--- src/rtl/counters_pkg.sv ---
// Shared types and limits for the counters block: terminal-count policy
// encoding and the supported counter width range.
package counters_pkg;

  typedef enum logic [1:0] {
    CNT_WRAP   = 2'd0,
    CNT_SAT    = 2'd1,
    CNT_RELOAD = 2'd2
  } cnt_mode_t;

  localparam int CNT_WIDTH_MIN = 2;
  localparam int CNT_WIDTH_MAX = 32;

endpackage

--- src/rtl/addsub_n.sv ---
// Ripple add/subtract of the constant 1 gated by a carry-in. Up counts use
// the carry chain, down counts the borrow chain; co_o is the chain output.
module addsub_n #(
  parameter int WIDTH = 16
) (
  input  logic [WIDTH-1:0] a_i,
  input  logic             dn_i,
  input  logic             ci_i,
  output logic [WIDTH-1:0] sum_o,
  output logic             co_o
);

  logic [WIDTH:0]   carry;
  logic [WIDTH-1:0] propN;
  logic [WIDTH-1:0] carryN;

  assign carry[0] = ci_i;

  // Each cell propagates when its bit is 1 going up or 0 going down, so the
  // chain reaches the top only at all-ones (up) or zero (down).
  for (genvar i = 0; i < WIDTH; i++) begin : g_cell
    assign propN[i]     = ~(a_i[i] ^ dn_i);
    assign carryN[i]    = ~carry[i];
    assign carry[i + 1] = ~(propN[i] | carryN[i]);
    assign sum_o[i]     = a_i[i] ^ carry[i];
  end

  assign co_o = carry[WIDTH];

endmodule

--- src/rtl/cascade_counter_n.sv ---
// Loadable, cascadable up/down counter with a reload register and a
// selectable terminal-count policy (wrap, saturate or auto-reload).
module cascade_counter_n
  import counters_pkg::*;
#(
  parameter int               WIDTH      = 16,
  parameter cnt_mode_t        MODE       = CNT_WRAP,
  parameter logic [WIDTH-1:0] RST_RELOAD = '0
) (
  input  logic             clk_i,
  input  logic             reset_i,
  input  logic             ld_i,
  input  logic             rld_wr_i,
  input  logic [WIDTH-1:0] din_i,
  input  logic             en_i,
  input  logic             cin_i,
  input  logic             dn_i,
  output logic [WIDTH-1:0] q_o,
  output logic             cout_o,
  output logic             tc_o,
  output logic [WIDTH-1:0] rld_q_o
);

  if (WIDTH < CNT_WIDTH_MIN || WIDTH > CNT_WIDTH_MAX) begin : g_bad_width
    $error("cascade_counter_n: WIDTH out of supported range");
  end

  logic [WIDTH-1:0] count_q, count_d;
  logic [WIDTH-1:0] reload_q, reload_d;
  logic             tc_q, tc_d;
  logic [WIDTH-1:0] stepSum;
  logic             term;
  logic             step;

  // The chain always runs with carry-in 1 so its carry out doubles as the
  // terminal detector regardless of whether a step actually happens.
  addsub_n #(
    .WIDTH(WIDTH)
  ) u_addsub (
    .a_i  (count_q),
    .dn_i (dn_i),
    .ci_i (1'b1),
    .sum_o(stepSum),
    .co_o (term)
  );

  assign step = en_i & cin_i & ~ld_i;

  always_comb begin
    count_d  = count_q;
    reload_d = reload_q;
    tc_d     = 1'b0;

    if (ld_i) begin
      count_d = din_i;
    end else if (step) begin
      tc_d = term;
      if (!term) begin
        count_d = stepSum;
      end else begin
        // Wrap mode takes the chain result, which is already 0 / all-ones.
        case (MODE)
          CNT_WRAP:   count_d = stepSum;
          CNT_SAT:    count_d = count_q;
          CNT_RELOAD: count_d = reload_q;
          default:    count_d = stepSum;
        endcase
      end
    end

    if (rld_wr_i) begin
      reload_d = din_i;
    end
  end

  always_ff @(posedge clk_i) begin
    if (reset_i) begin
      count_q  <= '0;
      reload_q <= RST_RELOAD;
      tc_q     <= 1'b0;
    end else begin
      count_q  <= count_d;
      reload_q <= reload_d;
      tc_q     <= tc_d;
    end
  end

  assign q_o     = count_q;
  assign rld_q_o = reload_q;
  assign tc_o    = tc_q;
  assign cout_o  = step & term & ~reset_i;

endmodule

--- config.mk ---
export PLATFORM = sky130hd
export DESIGN_NAME = cascade_counter_n
export DESIGN_NICKNAME = d
export VERILOG_FILES = /design/src/rtl/counters_pkg.sv /design/src/rtl/addsub_n.sv /design/src/rtl/cascade_counter_n.sv
export SDC_FILE = /design/constraint.sdc
export NUM_CORES = 1
export LEC_CHECK = 0
export ABC_AREA = 1
export CAP_MARGIN = 0
export CORE_ASPECT_RATIO = 1.75
export CORE_UTILIZATION = 49
export DETAILED_ROUTE_END_ITERATION = 8
export HOLD_SLACK_MARGIN = 0.06
export PLACE_DENSITY_LB_ADDON = 0.08
export SLEW_MARGIN = 20
export SYNTH_ARGS = -nofsm -noshare
export SYNTH_HDL_FRONTEND = slang
export SYNTH_HIERARCHICAL = 1
export SYNTH_SLANG_ARGS = --single-unit
--- constraint.sdc ---
create_clock -name clk_i -period 2 [get_ports clk_i]
set_input_delay 0.4 -clock clk_i [delete_from_list [all_inputs] [get_ports clk_i]]
set_output_delay 0.4 -clock clk_i [all_outputs]
set_load 0.05 [all_outputs]
Word-level counts from Yosys, hierarchy flattened
Index checks and enable logic that the tools add are counted.

Multiplexer cells: 2. Bitwise logic cells: 85. Reduce and logical (&&, ||, !) cells: 2.

Operators with widths (number): $not 1->1 (35); $mux 16 (2); $xor 1x1->1 (31); $or 1x1->1 (15); $and 1x1->1 (4); $reduce_or 3->1 (1); $reduce_bool 2->1 (1).

Register bits after elaboration: 33. Input bits: 23. Output and inout port bits: 34.

Longest topological paths before layout
Gate-level depths: netlist of the first run.

Word-level depth: 20. Mapped depth: 15.

By module
Netlist of the first run, hierarchy kept.

By module, submodules not included: cascade_counter_n (times used 1, cells an instance 206, area an instance 1595.3 µm², seq. area each 660.6 µm²); addsub_n (times used 1, cells an instance 100, area an instance 545.5 µm², seq. area each 0.0 µm²).

Worst setup path before layout of the first run
Ideal clock, no wire load.

Kind: register -> output. From: register count_q[1], in the netlist q_o[1]. To: output cout_o. Arrival: 2.252 ns. Slack: -0.652 ns. Cell stages (with the launch flop): 11. Path buffers: 0. Path through: dfxtp_1 > nand3_1 > nand2_1 > nand2_2 > nor2_2 > nand4_2 > nor2_4 > nand2_2 > a21oi_2 > nand2_1 > nor3_2.

Longest elaborated chain between the ends: 20.

Ends and longest elaborated chain: start, declared (line cascade_counter_n.sv:28) `logic [WIDTH-1:0] count_q, count_d;`; start signal, assigned (line cascade_counter_n.sv:82) `count_q <= count_d;`; $xor 1x1->1 (line addsub_n.sv:22) `assign propN[i] = ~(a_i[i] ^ dn_i);`; $not 1->1 (line addsub_n.sv:22); $or 1x1->1 (15 in a row) (line addsub_n.sv:24) `assign carry[i + 1] = ~(propN[i] | carryN[i]);`; $not 1->1 (line addsub_n.sv:24); via term (line cascade_counter_n.sv:32) `logic term;`; $and 1x1->1 (2 in a row) (line cascade_counter_n.sv:91) `assign cout_o = step & term & ~reset_i;`; end, declared (line cascade_counter_n.sv:19) `output logic cout_o,`.

The timed path passes the listed nets, and every way through them passes these cells.

Worst setup path after layout of the first run
From: input dn_i. To: output cout_o.

Longest elaborated chain between the ends: 20.

Ends and longest elaborated chain: start, declared (line cascade_counter_n.sv:17) `input logic dn_i,`; $xor 1x1->1 (line addsub_n.sv:22); $not 1->1 (line addsub_n.sv:22); $or 1x1->1 (14 in a row) (line addsub_n.sv:24); $or 1x1->1 * (line addsub_n.sv:24); $not 1->1 * (line addsub_n.sv:24); via term (line cascade_counter_n.sv:32); $and 1x1->1 * (2 in a row) (line cascade_counter_n.sv:91).

The timed path passes the listed nets; every way through them passes the cells marked *.

==> results of run 1 <==
## power by group through the flow
stage	sequential, mW	clock, mW	combinational [mW]
after global placement	0.767	0	0.666
after global routing	0.762	0.576	0.748
final	0.755	0.528	0.696
after CTS	0.755	0.546	0.695
after detailed placement	0.768	0	0.676
after floorplan	0.938	0	0.262
## Yosys cell counts
master / n / area, um^2
nand3_2: 10 / 100
o21ai_0: 7 / 35.0
buf_2: 5 / 25.0
nor2_4: 3 / 33.8
a21oi_2: 2 / 17.5
nand2_2: 3 / 18.8
clkbuf_1: 1 / 3.75
nand3_1: 20 / 100
inv_4: 1 / 6.26
buf_4: 2 / 15.0
nand4_2: 1 / 12.5
or2_2: 1 / 6.26
inv_2: 2 / 7.51
nor2_1: 18 / 67.6
nor3_1: 5 / 25.0
o21ai_2: 1 / 8.76
xnor2_1: 1 / 8.76
xor2_1: 13 / 114
dfxtp_1: 33 / 661
buf_6: 8 / 90.1
nor3_2: 11 / 110
conb_1: 1 / 3.75
nor2_2: 11 / 68.8
a21oi_1: 27 / 135
nand4_1: 1 / 6.26
nand2_1: 55 / 206
inv_1: 49 / 184
o21ai_1: 14 / 70.1
## registers in the layout (all words and copies together), names as in the netlist
signal / cells
rld_q_o: 16
q_o: 16
tc_o: 1
## metal layers
layer  vias up  share of wire [%]
met5         -                  0
met4         0               0.88
met3         4                3.5
met2        58                 51
met1       996                 44
li1       1139                  -
## metrics by stage
step / total power [mW] / std cells / cell area [um^2] / hold slack (ns) / util [%]
after floorplan: 1.20 / 307 / 2200 / 0.533 / -
after global placement: 1.43 / 432 / 2970 / 0.484 / 71.6
after detailed placement: 1.44 / 432 / 2970 / 0.483 / 71.6
after CTS: 2.00 / 447 / 3140 / 0.508 / 75.6
after global routing: 2.09 / 448 / 3150 / 0.518 / 76.0
final: 1.98 / 448 / 3150 / 0.501 / 76.0
## area by class of cell
class / instances / share of cell area, %
inverters: 52 / 6.39
clock buffers: 7 / 2.74
multi-input cells: 206 / 37.6
well taps: 49 / 1.94
clock inverters: 1 / 0.198
repair buffers: 100 / 29.4
flip-flops and latches: 33 / 21.7
## worst max-delay path: cells and delay by family
kind | cells | cell delay [ns]
compound gates | 1 | 0.12
buf+inv | 4 | 0.50
simple gates | 9 | 0.92
## cells by family (layout without fill, tap and decap cells)
kind of cell | Yosys count | count (layout) | share of synthesized area (%)
AND/OR/NAND/NOR | 139 | 139 | 35.3
buffers and inverters | 68 | 160 | 15.5
AO/OA/AOI/OAI | 51 | 51 | 12.4
flip-flops | 33 | 33 | 30.9
XOR/XNOR | 14 | 14 | 5.73
other | 1 | 2 | 0.175
## repair_timing
item | 4_1_cts | 5_1_grt
resized for setup | 7 | 2
endpoints found under the setup margin | 10 | 5
setup buffers | 7 | 1
pin swaps | 9 | 1
## how the worst max path moves through the flow
stage,start,end,slack (ns),depth (start not counted)
after floorplan,dn_i,cout_o,-0.26,11
after global placement,dn_i,cout_o,-0.74,14
after detailed placement,dn_i,cout_o,-0.79,13
after CTS,dn_i,cout_o,-0.33,14
after global routing,dn_i,cout_o,-0.50,14
final,dn_i,cout_o,-0.38,14
==> qor.yml, run 1 <==
run_status:
  status: "finished, violations left"
  violations: "negative setup slack"
clock_tree:
  cts_hold_buf: 0
  clk_pin_slew_ns: 0.07
  insertion_delay_ns: 0.28
  cts_tree: "done"
  clock_path_buffers: 2
  cts_num_sinks: 33
  cts_made_buffers: 5
  cts-htree-levels: 2
  ctsRootBufferMaster: "clkbuf_8"
drt:
  wire_per_inst_um: 12.0
  drc: 0
  vias: 2197
  drt_iter0_drc: 38
  wirelength_um: 5370
  ant_nets: 0
  first_pass_iters: 4
  viasPerCell: 4.90
placed_design:
  dp_slack_ns: -0.788
  gp_congestion: 0.904
  portBuffers: 56
  hpwl_um: 4000
final_layout:
  ff_latch_area_um2: 684
  final.fill_count: 326
  area_growth_syn_to_layout_pct: 47.3
  layout_common_cells: "nand2_1, inv_1, clkdlybuf4s50_1, buf_4, a21oi_1"
  diodes: 0
  layout_commonest_cell: "nand2_1"
  fin_nets: 421
  drive_above_1_share_pct: 31.3
  multi_input_area_um2: 1190
timing:
  clock_skew_ns: 0.00629
  grt_setup_unrepaired: "true"
  fin_crit_ns: 2.38
  fin_ws_ns: -0.376
  slew_viol_final: 0
  fmax_ghz: 0.421
  finalSetupViolCount: 1
  tns_ns: -0.376
  finalCritPeriodShare_pct: 119
  relSlewSlack_pct: 65.3
  worstMarginPinSlew_ns: 0.518
  hold_viol_final: 0
worst_setup_path:
  regToRegStartpoint: "q_o[2]"
  crit_chain: "buf_6 -> buf_12 -> clkinvlp_4 -> nand3_2 -> nand2_2 -> nand2_2 -> nor2_2 -> nand4_2 -> nor2_4 -> nand2_2 -> a21oi_2 -> nand2_2 -> nor3_4 -> buf_12"
  cp-start-kind: "input pin"
  critPathArrivalTime_ns: 1.98
  crit_type: "in -> out"
  r2r_end: "q_o[14]"
  crit_top_cell: "nand2_2"
  cpMaxStageDelayCell: "buf_12"
  worstSetupEndpointType: "primary output"
  crit_required_ns: 1.60
  slowest_delay_ns: 0.16
  ff2ff_path_depth: 15
  regToRegSetupSlack_ns: 0.17
  crit_fanout: 8
global_routing:
  gr-usage-met3_pct: 3.06
  grt.busiest_layer: "met2"
  grt_pass1_wl_um: 8690
  antenna_found_initial: 0
  grt_pass1_vias: 1988
  met1_usage_pct: 30.5
  grt_max_degree: 31
  grt_util_met2_pct: 43.4
  grt-ovfl-total: 0
  grt_use_total_pct: 24.8
yosys:
  yosys_warnings: 6
  yosysSeqAreaShare_pct: 30.9
  ys_seq_elements: 33
  syn-cell-area_um2: 2140
  synthDistinctLibCells: 28
  syn-instance-count: 306
  syn_avg_cell_area_um2: 7.00
floorplanning:
  die_w_um: 52.0
  core_um2: 4150
  dieArea_um2: 4650
  io_pins: 57
  die_y_um: 89.4
  initial_core_util_pct: 51.6
  rows: 31
power_and_ir_drop:
  p_clk_share_pct: 26.7
  netSwitchingFraction_pct: 35.9
  pwr-share-seq_pct: 38.2
  p_sw_uw: 710
  p_leak_nw: 1.49
  ir_drop_v: 0.000559
  power_frac_comb_pct: 35.2
  power_density_nw_per_um2: 628
  p_int_mw: 1.27
min_path:
  hold_path.class: "reg -> reg"
  hold_end: "rld_q_o[7]"
  hp-start: "rld_q_o[7]"
  hold_depth: 2
run:
  cap_viol_max_count: 0
Power figures use the tool's default switching activity.
==> inputs of run 2 (changes only) <==
Settings changed: PLACE_DENSITY set to 0.8, PLACE_DENSITY_LB_ADDON 0.08 to not set.
==> run 2 against run 1 <==
Clock skew shrank 0.0038 ns. Critical path type is now reg -> out. Critical endpoint unchanged. Count of clock-buffer cells in the layout grew 1. The run still ends with negative setup slack left. Clock power shrank 2%. Cell count grew 2.2%. Die area is the same. Critical path depth shrank 2. Maximum frequency grew 0.87%. Global-route usage grew 2.6 points.
==> qor.yml, run 2 (synthesis gave the netlist of run 1 again) <==
run_status:
  status: "finished, violations left"
  violations: "negative setup slack"
floorplanning:
  core_um2: 4150
  dieArea_um2: 4650
  die_y_um: 89.4
  io_pins: 57
  initial_core_util_pct: 51.6
  die_w_um: 52.0
  rows: 31
global_routing:
  grt_max_degree: 31
  grt-ovfl-total: 0
  grt_pass1_vias: 2126
  grt_pass1_wl_um: 9540
  grt_use_total_pct: 27.4
  antenna_found_initial: 0
final_layout:
  diodes: 0
  final.fill_count: 302
  layout_commonest_cell: "buf_4"
  fin_nets: 431
  area_growth_syn_to_layout_pct: 51.7
  final_area_um2: 3250
  post-route-util_pct: 78.2
  layout_common_cells: "buf_4, nand2_1, clkdlybuf4s50_1"
  drive_above_1_share_pct: 35.2
power_and_ir_drop:
  p_clk_share_pct: 26.0
  power_density_nw_per_um2: 614
  power_frac_comb_pct: 35.9
  p_int_mw: 1.27
  ir_drop_v: 0.000550
  p_leak_nw: 1.53
  netSwitchingFraction_pct: 36.1
  pwr-share-seq_pct: 38.1
  p_total_mw: 1.99
  p_sw_uw: 720
clock_tree:
  cts_made_buffers: 5
  cts_tree: "done"
  ctsRootBufferMaster: "clkbuf_8"
  clock_path_buffers: 2
  cts_num_sinks: 33
  insertion_delay_ns: 0.29
  cts_hold_buf: 0
  clk_pin_slew_ns: 0.07
  cts-htree-levels: 2
timing:
  clock_skew_ns: 0.00247
  slew_viol_final: 0
  fin_ws_ns: -0.355
  worstMarginPinSlew_ns: 0.530
  tns_ns: -0.355
  finalCritPeriodShare_pct: 118
  finalSetupViolCount: 1
  fmax_ghz: 0.425
  grt_setup_unrepaired: "true"
  hold_viol_final: 0
  relSlewSlack_pct: 64.6
  fin_crit_ns: 2.36
min_path:
  hold_depth: 2
  hp-start: "rld_q_o[8]"
  hold_end: "rld_q_o[8]"
  hold_path.class: "reg -> reg"
worst_setup_path:
  r2r_end: "q_o[12]"
  crit_type: "reg -> out"
  cp-start-kind: "flip-flop"
  ff2ff_path_depth: 17
  crit_top_cell: "nand2_2"
  regToRegSetupSlack_ns: 0.13
  slowest_delay_ns: 0.36
  crit_chain: "nand2_2 -> nand2_2 -> nor2_4 -> nand2_2 -> nor2_4 -> nand4_4 -> nor2_4 -> nand2_2 -> a21oi_2 -> nand2_2 -> nor3_4 -> buf_12"
  critPathArrivalTime_ns: 1.96
  cp_top_family: "simple AND/OR/NAND/NOR gates"
  crit_buf_inv: 1
  cpMaxStageDelayCell: "dfxtp_4"
  worstSetupEndpointType: "primary output"
  crit_fanout: 3
  crit_required_ns: 1.60
  regToRegStartpoint: "q_o[0]"
drt:
  drc: 0
  vias: 2298
  first_pass_iters: 5
  wire_per_inst_um: 12.9
  drt_iter0_drc: 52
  ant_nets: 0
  viasPerCell: 5.02
  wirelength_um: 5900
placed_design:
  hpwl_um: 4120
  portBuffers: 56
  dpl-instance-area_um2: 2970
  gp_congestion: 0.858
  dp_slack_ns: -0.785
run:
  cap_viol_max_count: 0
[run 2: changes by cell type in the layout (fill, tap and decap cells not counted), sizes merged]
| cell | change |
|---|---|
| buf | +11 |
| clkbuf | +1 |
| clkdlybuf4s50 | -1 |
| inv | -1 |
[run 2: cell type report]
class / instances / area, um^2 / area share, %
multi-input cells: 206 / 1230 / 38.0
repair buffers: 110 / 973 / 30.0
well taps: 49 / 61.3 / 1.89
clock buffers: 8 / 90.1 / 2.77
inverters: 52 / 201 / 6.20
flip-flops and latches: 33 / 687 / 21.2
[run 2: worst register-to-register path, cell delays in order (launching register included)]
cell,delay [ns]
dfxtp_4,0.36
nand2_2,0.06
nand2_2,0.05
nor2_4,0.10
nand2_2,0.08
nor2_4,0.14
nand4_4,0.10
buf_4,0.15
buf_4,0.13
buf_4,0.14
inv_1,0.06
nand3_1,0.06
nand2_1,0.06
inv_1,0.03
nand2_1,0.05
nand2_1,0.05
nor2_1,0.09
nor2_1,0.04
[run 2: how the worst max path moves through the flow]
| stage | start | end | slack (ns) | depth (start not counted) |
|---|---|---|---|---|
| floorplan | dn_i | cout_o | -0.26 | 11 |
| global placement | dn_i | cout_o | -0.76 | 12 |
| detailed placement | dn_i | cout_o | -0.78 | 12 |
| CTS | dn_i | cout_o | -0.31 | 14 |
| global route | q_o[0] | cout_o | -0.46 | 12 |
| finish | q_o[0] | cout_o | -0.36 | 12 |
[run 2: per-stage QoR]
stage	hold WS [ns]	std cells
floorplan	0.533	307
global placement	0.486	435
detailed placement	0.495	435
CTS	0.507	457
global route	0.533	458
finish	0.504	458
[run 2: timing repair]
action | CTS | global route
resized for setup | 19 | 8
setup endpoints to repair | 9 | 9
pin swaps | 19 | 13
buffers inserted | 14 | 5
[run 2: power by group through the flow]
| stage | clock [mW] | sequential [mW] | combinational (mW) |
|---|---|---|---|
| after CTS | 0.528 | 0.758 | 0.709 |
| after floorplan | 0 | 0.938 | 0.262 |
| final | 0.519 | 0.760 | 0.715 |
| after detailed placement | 0 | 0.770 | 0.667 |
| after global routing | 0.559 | 0.766 | 0.766 |
| after global placement | 0 | 0.768 | 0.659 |
[run 2: routing by layer]
metal,routed length (um),track usage [%],vias up
li1,-,-,1164
met5,0,0,-
met3,246,4.08,15
met4,191,14.0,0
met1,2420,31.9,1047
met2,3040,47.4,72
